### src/rtl/alu_rr_sched_pkg.sv
`default_nettype none
// ============================================================================
//  Module      : alu_pkg
//  Description : Shared definitions for the round-robin ALU scheduler:
//                ALUcontrol op codes and the scheduler state encoding.
//                The SLT/NOR codes are always defined here. They are only
//                accepted as legal operations when ALU_RR_SCHED_EXT_OPS_EN
//                is defined.
//  Revision    : 1.0 - initial release
// ============================================================================
package alu_pkg;

    // ALUcontrol encodings
    localparam logic [3:0] ALU_AND = 4'b0000;
    localparam logic [3:0] ALU_OR  = 4'b0001;
    localparam logic [3:0] ALU_ADD = 4'b0010;
    localparam logic [3:0] ALU_SUB = 4'b0110;
    localparam logic [3:0] ALU_SLT = 4'b0111;
    localparam logic [3:0] ALU_NOR = 4'b1100;

    // Scheduler states: one operation in flight, IDLE -> EXEC -> RESP -> IDLE
    typedef logic [1:0] state_t;
    localparam state_t IDLE = 2'd0;
    localparam state_t EXEC = 2'd1;
    localparam state_t RESP = 2'd2;

endpackage : alu_pkg
`default_nettype wire

### src/rtl/alu_rr_sched_pick.sv
`default_nettype none
// ============================================================================
//  Module      : alu_rr_pick
//  Description : Combinational round-robin picker. It searches requesters
//                starting one past the last grant (i_rr_ptr+1, i_rr_ptr+2, ...
//                modulo NREQ) and returns the first one that is valid.
//  Ports       : i_req_valid  [NREQ]  per-requester valid
//                i_rr_ptr     [IDW]   id of the most recent grant
//                o_grant      [NREQ]  one-hot grant, or zero
//                o_grant_id   [IDW]   index of the granted requester
//                o_any        1       some requester is granted
//  Revision    : 1.0 - initial release
// ============================================================================
module alu_rr_pick #(
    parameter  int NREQ = 4,
    localparam int IDW  = $clog2(NREQ)
) (
    input  logic [NREQ-1:0] i_req_valid,
    input  logic [IDW-1:0]  i_rr_ptr,
    output logic [NREQ-1:0] o_grant,
    output logic [IDW-1:0]  o_grant_id,
    output logic            o_any
);

    int             w_idx;
    logic [IDW-1:0] w_sel;

    always_comb begin
        o_grant    = '0;
        o_grant_id = '0;
        o_any      = 1'b0;
        w_idx      = 0;
        w_sel      = '0;
        // The candidate is offset k from the pointer. It wraps explicitly so
        // that NREQ values that are not a power of two still rotate
        // correctly.
        for (int k = 1; k <= NREQ; k++) begin
            w_idx = int'(i_rr_ptr) + k;
            if (w_idx >= NREQ) begin
                w_idx = w_idx - NREQ;
            end
            w_sel = w_idx[IDW-1:0];
            if (!o_any && i_req_valid[w_sel]) begin
                o_grant[w_sel] = 1'b1;
                o_grant_id     = w_sel;
                o_any          = 1'b1;
            end
        end
    end

endmodule : alu_rr_pick
`default_nettype wire

### src/rtl/alu_rr_sched.sv
`default_nettype none
// ============================================================================
//  Module      : alu_rr_sched
//  Description : Shares one W-bit ALU between NREQ requesters. The requester
//                port uses round-robin valid/ready arbitration, and only one
//                operation is in flight at a time. The registered result,
//                zero flag and illegal flag are returned on a valid/ready
//                response channel tagged with the requester id.
//                Latency from accept to resp_valid is 2 cycles. Peak rate is
//                one operation every 3 cycles.
//  Config      : ALU_RR_SCHED_EXT_OPS_EN - when defined, SLT (0111) and
//                NOR (1100) are supported. Otherwise both codes are illegal.
//  Ports       : clk, rst_n (synchronous, active-low)
//                req_valid/req_ready [NREQ], req_op [4*NREQ],
//                req_a/req_b [W*NREQ]  - slice i belongs to requester i
//                resp_valid, resp_ready, resp_id [IDW], resp_result [W],
//                resp_zero, resp_illegal
//  Revision    : 1.0 - initial release
// ============================================================================
module alu_rr_sched
    import alu_pkg::*;
#(
    parameter  int NREQ = 4,
    parameter  int W    = 64,
    localparam int IDW  = $clog2(NREQ)
) (
    input  logic              clk,
    input  logic              rst_n,
    input  logic [NREQ-1:0]   req_valid,
    output logic [NREQ-1:0]   req_ready,
    input  logic [4*NREQ-1:0] req_op,
    input  logic [W*NREQ-1:0] req_a,
    input  logic [W*NREQ-1:0] req_b,
    output logic              resp_valid,
    input  logic              resp_ready,
    output logic [IDW-1:0]    resp_id,
    output logic [W-1:0]      resp_result,
    output logic              resp_zero,
    output logic              resp_illegal
);

    state_t         r_state;
    logic [IDW-1:0] r_rr_ptr;
    logic [3:0]     r_op;
    logic [W-1:0]   r_a;
    logic [W-1:0]   r_b;
    logic [IDW-1:0] r_id;

    logic [NREQ-1:0] w_grant;
    logic [IDW-1:0]  w_grant_id;
    logic            w_any;
    logic [W-1:0]    w_result;
    logic            w_illegal;

    alu_rr_pick #(
        .NREQ (NREQ)
    ) u_pick (
        .i_req_valid (req_valid),
        .i_rr_ptr    (r_rr_ptr),
        .o_grant     (w_grant),
        .o_grant_id  (w_grant_id),
        .o_any       (w_any)
    );

    // The grant is offered only in IDLE. It is also masked while rst_n is
    // low, so that requesters never see an accept during a reset cycle.
    // This holds even before the state register has been reset.
    assign req_ready = (rst_n && (r_state == IDLE)) ? w_grant : '0;

    // Result of the captured operation, registered on the EXEC cycle
    always_comb begin
        w_result  = '0;
        w_illegal = 1'b0;
        case (r_op)
            ALU_AND: w_result = r_a & r_b;
            ALU_OR:  w_result = r_a | r_b;
            ALU_ADD: w_result = r_a + r_b;
            ALU_SUB: w_result = r_a - r_b;
`ifdef ALU_RR_SCHED_EXT_OPS_EN
            ALU_SLT: w_result = {{(W-1){1'b0}}, ($signed(r_a) < $signed(r_b))};
            ALU_NOR: w_result = ~(r_a | r_b);
`endif
            default: w_illegal = 1'b1;
        endcase
    end

    always_ff @(posedge clk) begin
        if (!rst_n) begin
            r_state      <= IDLE;
            r_rr_ptr     <= IDW'(NREQ - 1);
            r_op         <= '0;
            r_a          <= '0;
            r_b          <= '0;
            r_id         <= '0;
            resp_valid   <= 1'b0;
            resp_id      <= '0;
            resp_result  <= '0;
            resp_zero    <= 1'b0;
            resp_illegal <= 1'b0;
        end else begin
            case (r_state)
                IDLE: begin
                    // A grant is always a handshake, because the picker
                    // only selects requesters that are valid.
                    if (w_any) begin
                        r_op     <= req_op[w_grant_id*4 +: 4];
                        r_a      <= req_a[w_grant_id*W +: W];
                        r_b      <= req_b[w_grant_id*W +: W];
                        r_id     <= w_grant_id;
                        r_rr_ptr <= w_grant_id;
                        r_state  <= EXEC;
                    end
                end
                EXEC: begin
                    resp_result  <= w_result;
                    resp_zero    <= (w_result == '0);
                    resp_illegal <= w_illegal;
                    resp_id      <= r_id;
                    resp_valid   <= 1'b1;
                    r_state      <= RESP;
                end
                RESP: begin
                    // The resp_* payload stays put after the handshake.
                    // Only the valid flag drops.
                    if (resp_ready) begin
                        resp_valid <= 1'b0;
                        r_state    <= IDLE;
                    end
                end
                default: r_state <= IDLE;
            endcase
        end
    end

endmodule : alu_rr_sched
`default_nettype wire

### config.mk
export PLATFORM = sky130hd
export DESIGN_NAME = alu_rr_sched
export DESIGN_NICKNAME = d
export VERILOG_FILES = /design/src/rtl/alu_rr_sched_pkg.sv /design/src/rtl/alu_rr_sched_pick.sv /design/src/rtl/alu_rr_sched.sv
export SDC_FILE = /design/constraint.sdc
export NUM_CORES = 1
export LEC_CHECK = 0
export BUFFER_PORTS_ARGS = -buffer_cell sky130_fd_sc_hd__buf_4
export CORE_ASPECT_RATIO = 2
export CORE_MARGIN = 4
export CORE_UTILIZATION = 35
export DETAILED_ROUTE_END_ITERATION = 10
export SLEW_MARGIN = 10
export SYNTH_ARGS = -nofsm -noshare
export SYNTH_HDL_FRONTEND = slang
export SYNTH_SLANG_ARGS = --single-unit
### constraint.sdc
create_clock -name clk -period 14.9 [get_ports clk]
set_clock_uncertainty 0.1 [all_clocks]
set_input_delay 0.745 -clock clk [delete_from_list [all_inputs] [get_ports clk]]
set_output_delay 0.745 -clock clk [all_outputs]
set_load 0.01 [all_outputs]
==> summary.md, run 1 <==
| Metric | Value |
|---|---|
| Clock buffer depth | `3` |
| Clock Tree Root | `clkbuf_16` |
| Placed cell count | `3,671` |
| Initial antenna violation count | `4` |
| Routed WL | `90,050 microns` |
| Clock sink count | `207` |
| Cts bufs inserted | `20` |
| # setup viols final | `0` |
| Routed Antenna Nets | `0` |
| Critical path startpoint category | `register` |
| Number of synthesized flops with an enable pin | `0` |
| Initial DRC count | `1,538` |
| I/O Buffers | `607` |
| Main synth FF type | `dfxtp_1` |
| CP required | `15,240 ps` |
| Ports | `608` |
| Post-route DRC violation count | `0` |
| Worst-margin pin slew | `1080 ps` |
| Status | `complete, no violations` |
| Post-Syn Area | `0.01822 sq mm` |
| RSZ-0062 raised after global routing | `false` |
| Crit path DAT | `8010 ps` |
| Clock-pin slew on the worst setup and hold paths | `70 ps` |
| Syn Inst Count | `2,608` |
| Die width | `169.3 microns` |
| Synth area leader | `dfxtp_1` |
| Peak Freq | `130.5 MHz` |
| Synth warn | `0` |
| Routed len/inst | `24.27 microns` |
| P_leak | `0.009996 uW` |
| RD Place Congestion | `1.005` |
| Synthesized Nets | `3,216` |
| Detailed-route via count | `21,758` |
| Area Growth Syn to Fin | `29.55%` |
| GRT overflow | `0` |
| H-tree depth | `1` |
| Hold Crit Class | `reg -> reg` |
| Commonest non-fill, non-tap cell in the layout | `buf_4` |
| Finished Layout Cells | `3,710` |
| Avg Vias per Cell | `5.865` |
| First-pass DRT Iterations | `6` |
| Tot GR Track Use | `30.08%` |
| Critical path type | `reg -> reg` |
| Synth cell types | `82` |
| Pins Over Slew Limit | `0` |
| CP max FO | `8` |
| Fraction of registers with async set/reset | `0%` |
| Vias in the first global route | `20,903` |
| Max-cap check violation count | `0` |
| DIE HEIGHT | `330.7 microns` |
| Setup Buffers After CTS | `0` |
| Clock insertion delay at the later pin of the skew report | `530 ps` |
| PostCTS Resize Cnt | `0` |
| Fin crit share | `51.43%` |
| Hpwl dp | `72,910 microns` |
| Post-route setup TNS | `0 ps` |
| Commonest non-fill, non-tap cells in the layout | `buf_4, nand2_1, nor2_1` |
| Nets | `3,641` |
| CTS tree | `done` |
| Starting density of the core | `35.26%` |
| Die area | `0.05599 sq mm` |
| Seq cells post-synth | `207` |
| Max-slew headroom | `28.02%` |
| Top cells by area, synth | `dfxtp_1, nand2_1, a21oi_1` |
| Syn avg cell area | `6.986 sq um` |
| Worst vdd ir | `0.2230 mV` |
| Number of placement rows | `118` |
| Pwr Density | `233.7 mW/mm^2` |
| Post-CTS Hold Fix Bufs | `0` |
| Pin count of the biggest net entering global routing | `109` |
| Post-synth top area share | `22.74%` |
| Period minus WS final | `7663 ps` |
| CP endpoint kind | `register` |
| First-pass GRT wire length | `130,800 microns` |
| Fin. Hold Viols | `0` |
| Share of layout cells above drive strength 1 | `22.69%` |
| Placeable Area | `0.05167 sq mm` |
| Sequential fraction of the synthesis area | `22.74%` |
per-layer routing:
metal	wire length [microns]	track usage [%]	vias to the layer above
li1	-	-	10363
met1	35630	37.00	10245
met2	44180	52.47	980
met3	6127	4.562	168
met4	4100	11.74	2
met5	13	0	-
flip-flops by register name (all words and copies together) (netlist names):
name and cells:
resp_zero 1, r_b 64, r_op 4, resp_id 2, r_a 64, resp_result 64
resp_illegal 1, r_state 2, r_id 2, r_rr_ptr 2, resp_valid 1
final cells by class:
class	count	area, sq um
antenna	4	10.01
clock buffer	29	585.6
clock inverter	6	53.80
fill	5377	28070
inverter	24	95.09
multi-input combinational	2152	13170
sequential	207	4145
tap	660	825.8
timing repair buffer	628	4715
final timing paths:
check          start    endpoint  slack [ps]  cells past startpoint
max reg2reg   r_b[8]   resp_zero        7240                     24
max           r_b[8]   resp_zero        7240                     24
min          r_id[1]  resp_id[1]         360                      2
min reg2reg  r_id[1]  resp_id[1]         360                      2
where the power goes:
group	switching [uW]	total [uW]	internal [uW]
Clock	231	508	276
Combinational	2660	4080	1410
Sequential	224	930	706
Total	3120	5520	2400
cells in the mapped netlist (4+ instances only):
master    number
a211o_1        4
maj3_1        56
xor2_1        56
a31oi_1       20
a21o_1        23
a221oi_1      13
a22oi_1       18
nor4_1        10
xnor2_1       56
o211ai_1       6
and4_1         6
or3_1         11
nand2b_1      22
nand2_1      400
a311oi_1     136
a211oi_1     168
nor2_1       289
nand3_1       19
mux2i_1        9
nand4_1       30
o21a_1        13
o41ai_1        8
and2_1       141
o21ai_1       27
inv_1         23
buf_2         10
and3_1        16
nor3_1        40
buf_1         29
nor3b_1        4
o21bai_1       9
clkbuf_1     185
o31ai_1       12
ha_1          72
or4_1          5
o21ai_0      100
a21oi_1      274
nor2b_1        7
dfxtp_1      207
o211a_1        5
worst max-delay path, cell delays in order, from the launching register on:
cell and delay [ps]:
dfxtp_1 390, or4_1 600, nor3_2 210, nor3b_2 220
nand2_1 150, nor2_1 530, nand2_1 360, nor2_1 290
nand2_1 150, o21ai_0 220, xor2_1 190, ha_1 330
a21oi_1 320, o21ai_0 150, a31oi_1 410, a21oi_1 220
nor4_1 410, nor2_1 190, a21oi_1 450, xnor2_1 170
o21ai_0 250, a221oi_1 340, and4_1 250, or4bb_1 480
o31ai_1 180
kinds of logic (layout without fill, tap and decap cells):
family,Yosys count,count (layout),synth area share (%)
buf+inv,249,687,5.240
other cells,0,4,0
simple gates,1021,1021,25.66
flops,207,207,22.74
fa+ha+maj,129,129,8.131
compound gates,881,881,32.35
mux,9,9,0.4945
xor+xnor,112,112,5.384
metrics by stage:
| stage | hold WS (ps) | util (%) | instance area (sq um) | power, uW | setup WS, ps |
|---|---|---|---|---|---|
| 2_1_floorplan | 332.1 | - | 18220 | 3765 | 8319 |
| 3_3_place_gp | 341.8 | 44.42 | 22950 | 4916 | 7414 |
| 3_5_place_dp | 344.3 | 44.42 | 22950 | 4971 | 7400 |
| 4_1_cts | 354.1 | 45.66 | 23590 | 5497 | 7350 |
| 5_1_grt | 383.1 | 45.66 | 23600 | 5958 | 6747 |
| 6_report | 356.9 | 45.68 | 23600 | 5515 | 7237 |
Note: power is estimated with default switching activity, not from simulation.
==> inputs of run 2 (changes only) <==
--- a/config.mk
+++ b/config.mk
@@ -5,6 +5,7 @@
 export SDC_FILE = /design/constraint.sdc
 export NUM_CORES = 1
 export LEC_CHECK = 0
+export ABC_AREA = 1
 export BUFFER_PORTS_ARGS = -buffer_cell sky130_fd_sc_hd__buf_4
 export CORE_ASPECT_RATIO = 2
 export CORE_MARGIN = 4
==> constraint.sdc (replaced) <==
create_clock -name clk -period 7.15 [get_ports clk]
set_clock_uncertainty 0.1 [all_clocks]
set_input_delay 0.3575 -clock clk [delete_from_list [all_inputs] [get_ports clk]]
set_output_delay 0.3575 -clock clk [all_outputs]
set_load 0.01 [all_outputs]
==> run 2 against run 1 <==
First-iteration DRC count grew 34%; sequential power is 120% higher; worst setup slack lost 6200 ps; non-clock buffer count shrank 1.
==> summary.md, run 2 <==
| Metric | Value |
|---|---|
| DIE HEIGHT | `352.2 microns (+6.5%)` |
| Cts bufs inserted | `20 (unchanged)` |
| Status | `complete, no violations` |
| Max-slew headroom | `31.43% (+3.4 points)` |
| PostCTS Resize Cnt | `0 (unchanged)` |
| Share of total power in combinational logic | `78.1% (+4.2 points)` |
| Routed Antenna Nets | `0 (unchanged)` |
| Main synth FF type | `dfxtp_1` |
| H-tree depth | `1 (unchanged)` |
| Max-cap check violation count | `0 (unchanged)` |
| Fin crit share | `85.46% (+34 points)` |
| # setup viols final | `0 (unchanged)` |
| Critical path type | `reg -> reg` |
| Number of placement rows | `126 (+6.8%)` |
| R2R setup slack | `1040 ps (-6200 ps)` |
| Register area | `0.004144 sq mm (about the same)` |
| I/O Buffers | `607 (unchanged)` |
| Switching share of power | `61.13% (+4.6 points)` |
| Area after DPL | `0.02566 sq mm (+12%)` |
| Clock sink count | `207 (unchanged)` |
| Top cells by area, synth | `dfxtp_1, nand2_1, inv_1` |
| Starting density of the core | `35.27% (about the same)` |
| First-pass DRT Iterations | `6 (unchanged)` |
| Tot GR Track Use | `31.31% (+1.2 points)` |
| Number of synthesized flops with an enable pin | `0 (unchanged)` |
| Setup Buffers After CTS | `0 (unchanged)` |
| Pin count of the biggest net entering global routing | `180 (+65%)` |
| Post-CTS Hold Fix Bufs | `1 (+1)` |
| Fin. Hold Viols | `0 (unchanged)` |
| Sequential fraction of the synthesis area | `19.98% (-2.8 points)` |
| Nets | `4,824 (+32%)` |
| GR peak layer | `met2` |
| CP max-delay cell | `nor2_1` |
| Net Switching | `9299 uW (+200%)` |
| Period minus WS final | `6110 ps (-1552 ps)` |
| Synth area leader | `dfxtp_1` |
| Avg Vias per Cell | `5.219 (-11%)` |
| Syn Inst Count | `3,742 (+43%)` |
| P_leak | `0.01408 uW (+41%)` |
| Synth warn | `0 (unchanged)` |
| Most frequent cell after synthesis | `nand2_1` |
| Most instantiated cells after synthesis | `nand2_1, inv_1, nor2_1` |
| Synthesized Nets | `4,350 (+35%)` |
| Fraction of registers with async set/reset | `0% (unchanged)` |
| Critical path startpoint category | `register` |
| Post-route setup TNS | `0 ps (unchanged)` |
| Area Growth Syn to Fin | `27.59%` |
| Clock insertion delay at the later pin of the skew report | `540 ps (about the same)` |
| Routed WL | `105,500 microns (+17%)` |
| Ports | `608 (unchanged)` |
| Post-synth top area share | `19.98% (-2.8 points)` |
| CP max FO | `5 (-3)` |
| CP endpoint kind | `register` |
| Worst vdd ir | `0.5984 mV (+170%)` |
| RD Place Congestion | `1.004 (about the same)` |
| Biggest regs | `r_a x64, r_b x64, resp_result x64` |
| Die width | `180.1 microns (+6.4%)` |
| Share of layout cells above drive strength 1 | `16.62% (-6.1 points)` |
| Crit path DAT | `6400 ps (-1610 ps)` |
| Clock-pin slew on the worst setup and hold paths | `70 ps (about the same)` |
| Global Route met3 Usage | `4.396% (-0.17 points)` |
| CP max stage delay | `450 ps (-150 ps)` |
| Die area | `0.06344 sq mm (+13%)` |
| Sequential share of power | `13.7% (-3.2 points)` |
| Internal power | `5912 uW (+150%)` |
| Post-Syn Area | `0.02074 sq mm (+14%)` |
| RSZ-0062 raised after global routing | `false` |
| Routed len/inst | `21.04 microns (-13%)` |
| Placed cell count | `4,961 (+35%)` |
| Detailed-route via count | `26,171 (+20%)` |
| Finished Cell Area | `0.02646 sq mm (+12%)` |
| Clock power share | `8.2% (-1.0 points)` |
| Peak Freq | `163.7 MHz (+25%)` |
| GR Util met1 | `39.87% (+2.9 points)` |
| Clock buffer depth | `3 (unchanged)` |
| First-pass GRT wire length | `153,900 microns (+18%)` |
| Area taken by multi-input logic gates | `0.01326 sq mm (+0.62%)` |
| Synth cell types | `49 (-40%)` |
| Pins Over Slew Limit | `0 (unchanged)` |
| Initial antenna violation count | `21 (+17)` |
| Hpwl dp | `87,380 microns (+20%)` |
| Initial DRC count | `2,066 (+34%)` |
| Clock Tree Root | `clkbuf_16` |
| Pwr Density | `574.9 mW/mm^2 (+150%)` |
| Fillcell total | `6,608 (+23%)` |
| CP required | `7440 ps (-7800 ps)` |
| Worst-margin pin slew | `1029 ps (-51.18 ps)` |
| Vias in the first global route | `24,944 (+19%)` |
| Met2 usage | `51.89% (-0.57 points)` |
| GRT overflow | `0 (unchanged)` |
| Commonest non-fill, non-tap cells in the layout | `nand2_1, inv_1, buf_4` |
| Syn avg cell area | `5.542 sq um (-21%)` |
| Hold Crit Class | `in -> reg` |
| CTS tree | `done` |
| Commonest non-fill, non-tap cell in the layout | `nand2_1` |
| Placeable Area | `0.05880 sq mm (+14%)` |
| Finished Layout Cells | `5,015 (+35%)` |
| Most used cell, CP | `nor2_1` |
| Seq cells post-synth | `207 (unchanged)` |
| Post-route DRC violation count | `0 (unchanged)` |
[run 2: cell types whose count changed after synthesis, moves of 133 or more]
cell,delta
a211oi_1,-164
a311oi_1,-136
and2_1,-138
inv_1,+640
nand2_1,+273
nor2_1,+324
o21ai_0,+278
o22ai_1,+133
[run 2: cell type report]
| type | instances | area share (%) |
|---|---|---|
| diodes | 17 | 0.1608 |
| clock buffers | 29 | 2.213 |
| clock inverters | 7 | 0.6147 |
| inverters | 675 | 9.633 |
| multi-input cells | 2685 | 50.10 |
| flip-flops and latches | 207 | 15.66 |
| well taps | 768 | 3.632 |
| repair buffers | 627 | 17.99 |
[run 2: cell families after synthesis]
logic type,after synthesis,share of synthesized area [%]
simple gates,1531,30.13
compound gates,1022,26.70
buf+inv,850,16.25
flops,207,19.98
fa+ha+maj,73,4.441
xor+xnor,59,2.492
[run 2: through the flow]
step | setup WS [ps] | total power [uW] | util [%] | hold WS [ps]
after floorplan | 3012 | 10000 | - | 341.4
after global placement | 1173 | 13800 | 43.63 | 351.7
after detailed placement | 1239 | 13830 | 43.63 | 356.8
after CTS | 1210 | 15130 | 44.92 | 62.71
after global routing | 750.0 | 16530 | 44.96 | 114.4
final | 1040 | 15210 | 45.00 | 84.20
[run 2: layer usage]
layer  vias up  routed length, microns
met4         8                    5910
met3       197                    7519
li1      13008                       -
met1     11893                   43170
met5         -                      48
met2      1065                   48880
[run 2: path summary, 6_finish.rpt]
check / cells after the start / to / start
min: 5 / r_a[6] / req_a[134]
max reg2reg: 29 / resp_zero / r_b[0]
max: 29 / resp_zero / r_b[0]
min reg2reg: 2 / r_id[0] / r_id[0]
[run 2: critical path: cells and delay by family, from the launching register on]
| family | cells | cell delay, ps |
|---|---|---|
| AND/OR/NAND/NOR | 21 | 4050 |
| buffers and inverters | 4 | 380 |
| flip-flops | 1 | 340 |
| AO/OA/AOI/OAI | 2 | 480 |
| XOR/XNOR | 1 | 180 |
| adder cells (fa/ha/maj) | 1 | 430 |
[run 2: power groups by stage]
| stage | Clock (uW) | Sequential [uW] | Combinational, uW |
|---|---|---|---|
| after floorplan | 0 | 2020 | 7980 |
| after global placement | 0 | 2090 | 11700 |
| after detailed placement | 0 | 2100 | 11700 |
| after CTS | 1280 | 2080 | 11800 |
| after global routing | 1310 | 2140 | 13100 |
| final | 1240 | 2090 | 11900 |
==> inputs of run 3 (changes only) <==
--- a/config.mk
+++ b/config.mk
@@ -5,7 +5,6 @@
 export SDC_FILE = /design/constraint.sdc
 export NUM_CORES = 1
 export LEC_CHECK = 0
-export ABC_AREA = 1
 export BUFFER_PORTS_ARGS = -buffer_cell sky130_fd_sc_hd__buf_4
 export CORE_ASPECT_RATIO = 2
 export CORE_MARGIN = 4
==> run 3 against run 2 <==
Sequential power is 7% lower; global-route usage is 0.20 points higher; combinational power is 27% lower; power is 23% lower; register-to-register slack worse by 700 ps; via count is 16% lower; critical endpoint unchanged; highest routed layer unchanged.
==> summary.md, run 3 (same netlist as run 1, synthesis figures left out) <==
| Metric | Value |
|---|---|
| Area Growth Syn to Fin | `30.46%` |
| Share of layout cells above drive strength 1 | `23.15% (+6.5 points)` |
| Clock Tree Root | `clkbuf_16` |
| Clock buffer depth | `3 (unchanged)` |
| Max-cap check violation count | `0 (unchanged)` |
| DIE HEIGHT | `330.7 microns (-6.1%)` |
| Worst vdd ir | `0.6682 mV (+12%)` |
| RD Place Congestion | `1.038 (+3.4%)` |
| Clock sink count | `207 (unchanged)` |
| H-tree depth | `1 (unchanged)` |
| Pins Over Slew Limit | `0 (unchanged)` |
| Area after DPL | `0.02311 sq mm (-9.9%)` |
| Commonest non-fill, non-tap cell in the layout | `buf_4` |
| Biggest regs | `r_a x64, r_b x64, resp_result x64` |
| Pin count of the biggest net entering global routing | `167 (-7.2%)` |
| Critical path launch point | `r_b[8]` |
| CP required | `7500 ps (+60 ps)` |
| Cell Chain, Critical Path | `or4_1 -> nor3_2 -> nor3b_2 -> nand2_1 -> nor2_1 -> nand2_1 -> buf_4 -> o41ai_1 -> buf_4 -> xor2_1 -> ha_1 -> a21oi_1 -> o21ai_0 -> a31oi_1 -> o2111ai_1 -> o21ai_0 -> o21ai_1 -> xor2_1 -> a22oi_1 -> buf_4 -> and4_1 -> or4bb_1 -> o31ai_1` |
| Finished Cell Area | `0.02377 sq mm (-10%)` |
| Routed len/inst | `25.30 microns (+20%)` |
| Tot GR Track Use | `31.51% (+0.20 points)` |
| Critical path type | `reg -> reg` |
| RSZ-0062 raised after global routing | `false` |
| CP max FO | `8 (+3)` |
| Starting density of the core | `35.26% (about the same)` |
| Period minus WS final | `6813 ps (+702.3 ps)` |
| # setup viols final | `0 (unchanged)` |
| Cts bufs inserted | `20 (unchanged)` |
| FF-to-FF Start | `r_b[8]` |
| Routed WL | `94,330 microns (-11%)` |
| Number of placement rows | `118 (-6.3%)` |
| Ports | `608 (unchanged)` |
| First-pass GRT wire length | `135,400 microns (-12%)` |
| CP max-delay cell | `o41ai_1` |
| Avg Vias per Cell | `5.872 (+13%)` |
| Routed Antenna Nets | `0 (unchanged)` |
| First-pass DRT Iterations | `6 (unchanged)` |
| GRT overflow | `0 (unchanged)` |
| Commonest non-fill, non-tap cells in the layout | `buf_4, nand2_1, nor2_1` |
| Fin. Hold Viols | `0 (unchanged)` |
| CTS tree | `done` |
| Initial DRC count | `1,549 (-25%)` |
| Hold Crit Class | `in -> reg` |
| HP Start | `resp_ready` |
| Setup Buffers After CTS | `0 (unchanged)` |
| Clock-pin slew on the worst setup and hold paths | `70 ps (about the same)` |
| Max-slew headroom | `16.61% (-15 points)` |
| Fin crit share | `95.28% (+9.8 points)` |
| Vias in the first global route | `21,239 (-15%)` |
| Fillcell total | `5,356 (-19%)` |
| P_leak | `0.01009 uW (-28%)` |
| Post-route DRC violation count | `0 (unchanged)` |
| Nets | `3,656 (-24%)` |
| CP endpoint kind | `register` |
| Die width | `169.3 microns (-6.0%)` |
| Initial antenna violation count | `8 (-62%)` |
| Hpwl dp | `76,920 microns (-12%)` |
| Most used cell, CP | `buf_4` |
| Pwr Density | `490.6 mW/mm^2 (-15%)` |
| Detailed-route via count | `21,889 (-16%)` |
| Peak Freq | `146.8 MHz (-10%)` |
| Post-route setup TNS | `0 ps (unchanged)` |
| Status | `complete, no violations` |
| CP max stage delay | `980 ps (+530 ps)` |
| Placeable Area | `0.05167 sq mm (-12%)` |
| Crit path DAT | `7160 ps (+760 ps)` |
| Util after Layout | `46.00% (+1.0 points)` |
| I/O Buffers | `607 (unchanged)` |
| Critical path startpoint category | `register` |
| Clock insertion delay at the later pin of the skew report | `540 ps (about the same)` |
| Worst-margin pin slew | `1235 ps (+206.2 ps)` |
| Die area | `0.05599 sq mm (-12%)` |
[run 3: cell count changes in the layout (fill, tap and decap cells not counted), moves of 27 or more]
cell	previous run	this run
a211oi_1	4	168
a311oi_1	0	136
a31oi_1	48	19
and2_1	3	141
inv_1	661	22
maj3_1	0	56
nand2_1	673	400
nand3_1	139	19
nor2_1	611	288
o211ai_1	33	6
o21ai_0	377	100
o21ai_1	138	27
o22ai_1	135	2
xnor2_1	0	56
[run 3: metrics by stage]
stage          hold slack, ps  power (uW)  worst slack (ps)  instances
6_report                38.13       11660             337.2       3728
5_1_grt                 39.31       12550             8.743       3723
3_3_place_gp            340.5       10400             538.1       3686
2_1_floorplan           332.1        7847             568.5       2608
4_1_cts                 14.14       11600             434.9       3722
3_5_place_dp            348.6       10520             462.6       3686
[run 3: layout make-up]
class / count / area, sq um / share of cell area [%]
multi-input combinational: 2152 / 13180 / 55.46
timing repair buffer: 643 / 4877 / 20.52
sequential: 207 / 4145 / 17.44
tap: 660 / 825.8 / 3.474
clock buffer: 29 / 585.6 / 2.463
inverter: 24 / 95.09 / 0.4000
clock inverter: 7 / 43.79 / 0.1842
antenna: 6 / 15.01 / 0.06316
[run 3: repair_timing]
item                                    CTS  global route
gates resized for setup                   0             3
endpoints found under the setup margin    0             1
hold buffers                              0             0
[run 3: report_power, final]
group	leakage (uW)	internal [uW]	switching (uW)	total [uW]
clock	0.000306	571	478	1050
combinational	0.00808	3050	5630	8680
sequential	0.00171	1470	465	1940
[run 3: layer usage]
layer	wire length, microns	GRT usage [%]
met1	35900	36.80
met2	46510	55.70
met3	6338	4.598
met4	5542	15.78
met5	40	0
[run 3: critical path, delay by kind of cell (launching register included)]
| kind | cells | cell delay (ps) |
|---|---|---|
| AO/OA/AOI/OAI | 9 | 2800 |
| AND/OR/NAND/NOR | 8 | 2130 |
| buffers and inverters | 3 | 620 |
| flip-flops | 1 | 400 |
| XOR/XNOR | 2 | 350 |
| adder cells (fa/ha/maj) | 1 | 320 |
[run 3: path summary, 6_finish.rpt]
kind | cells after the start | end | slack [ps]
hold reg to reg | 2 | resp_id[1] | 360
setup reg to reg | 23 | resp_zero | 340
setup / recovery | 23 | resp_zero | 340
hold / removal | 4 | r_state[1] | 40
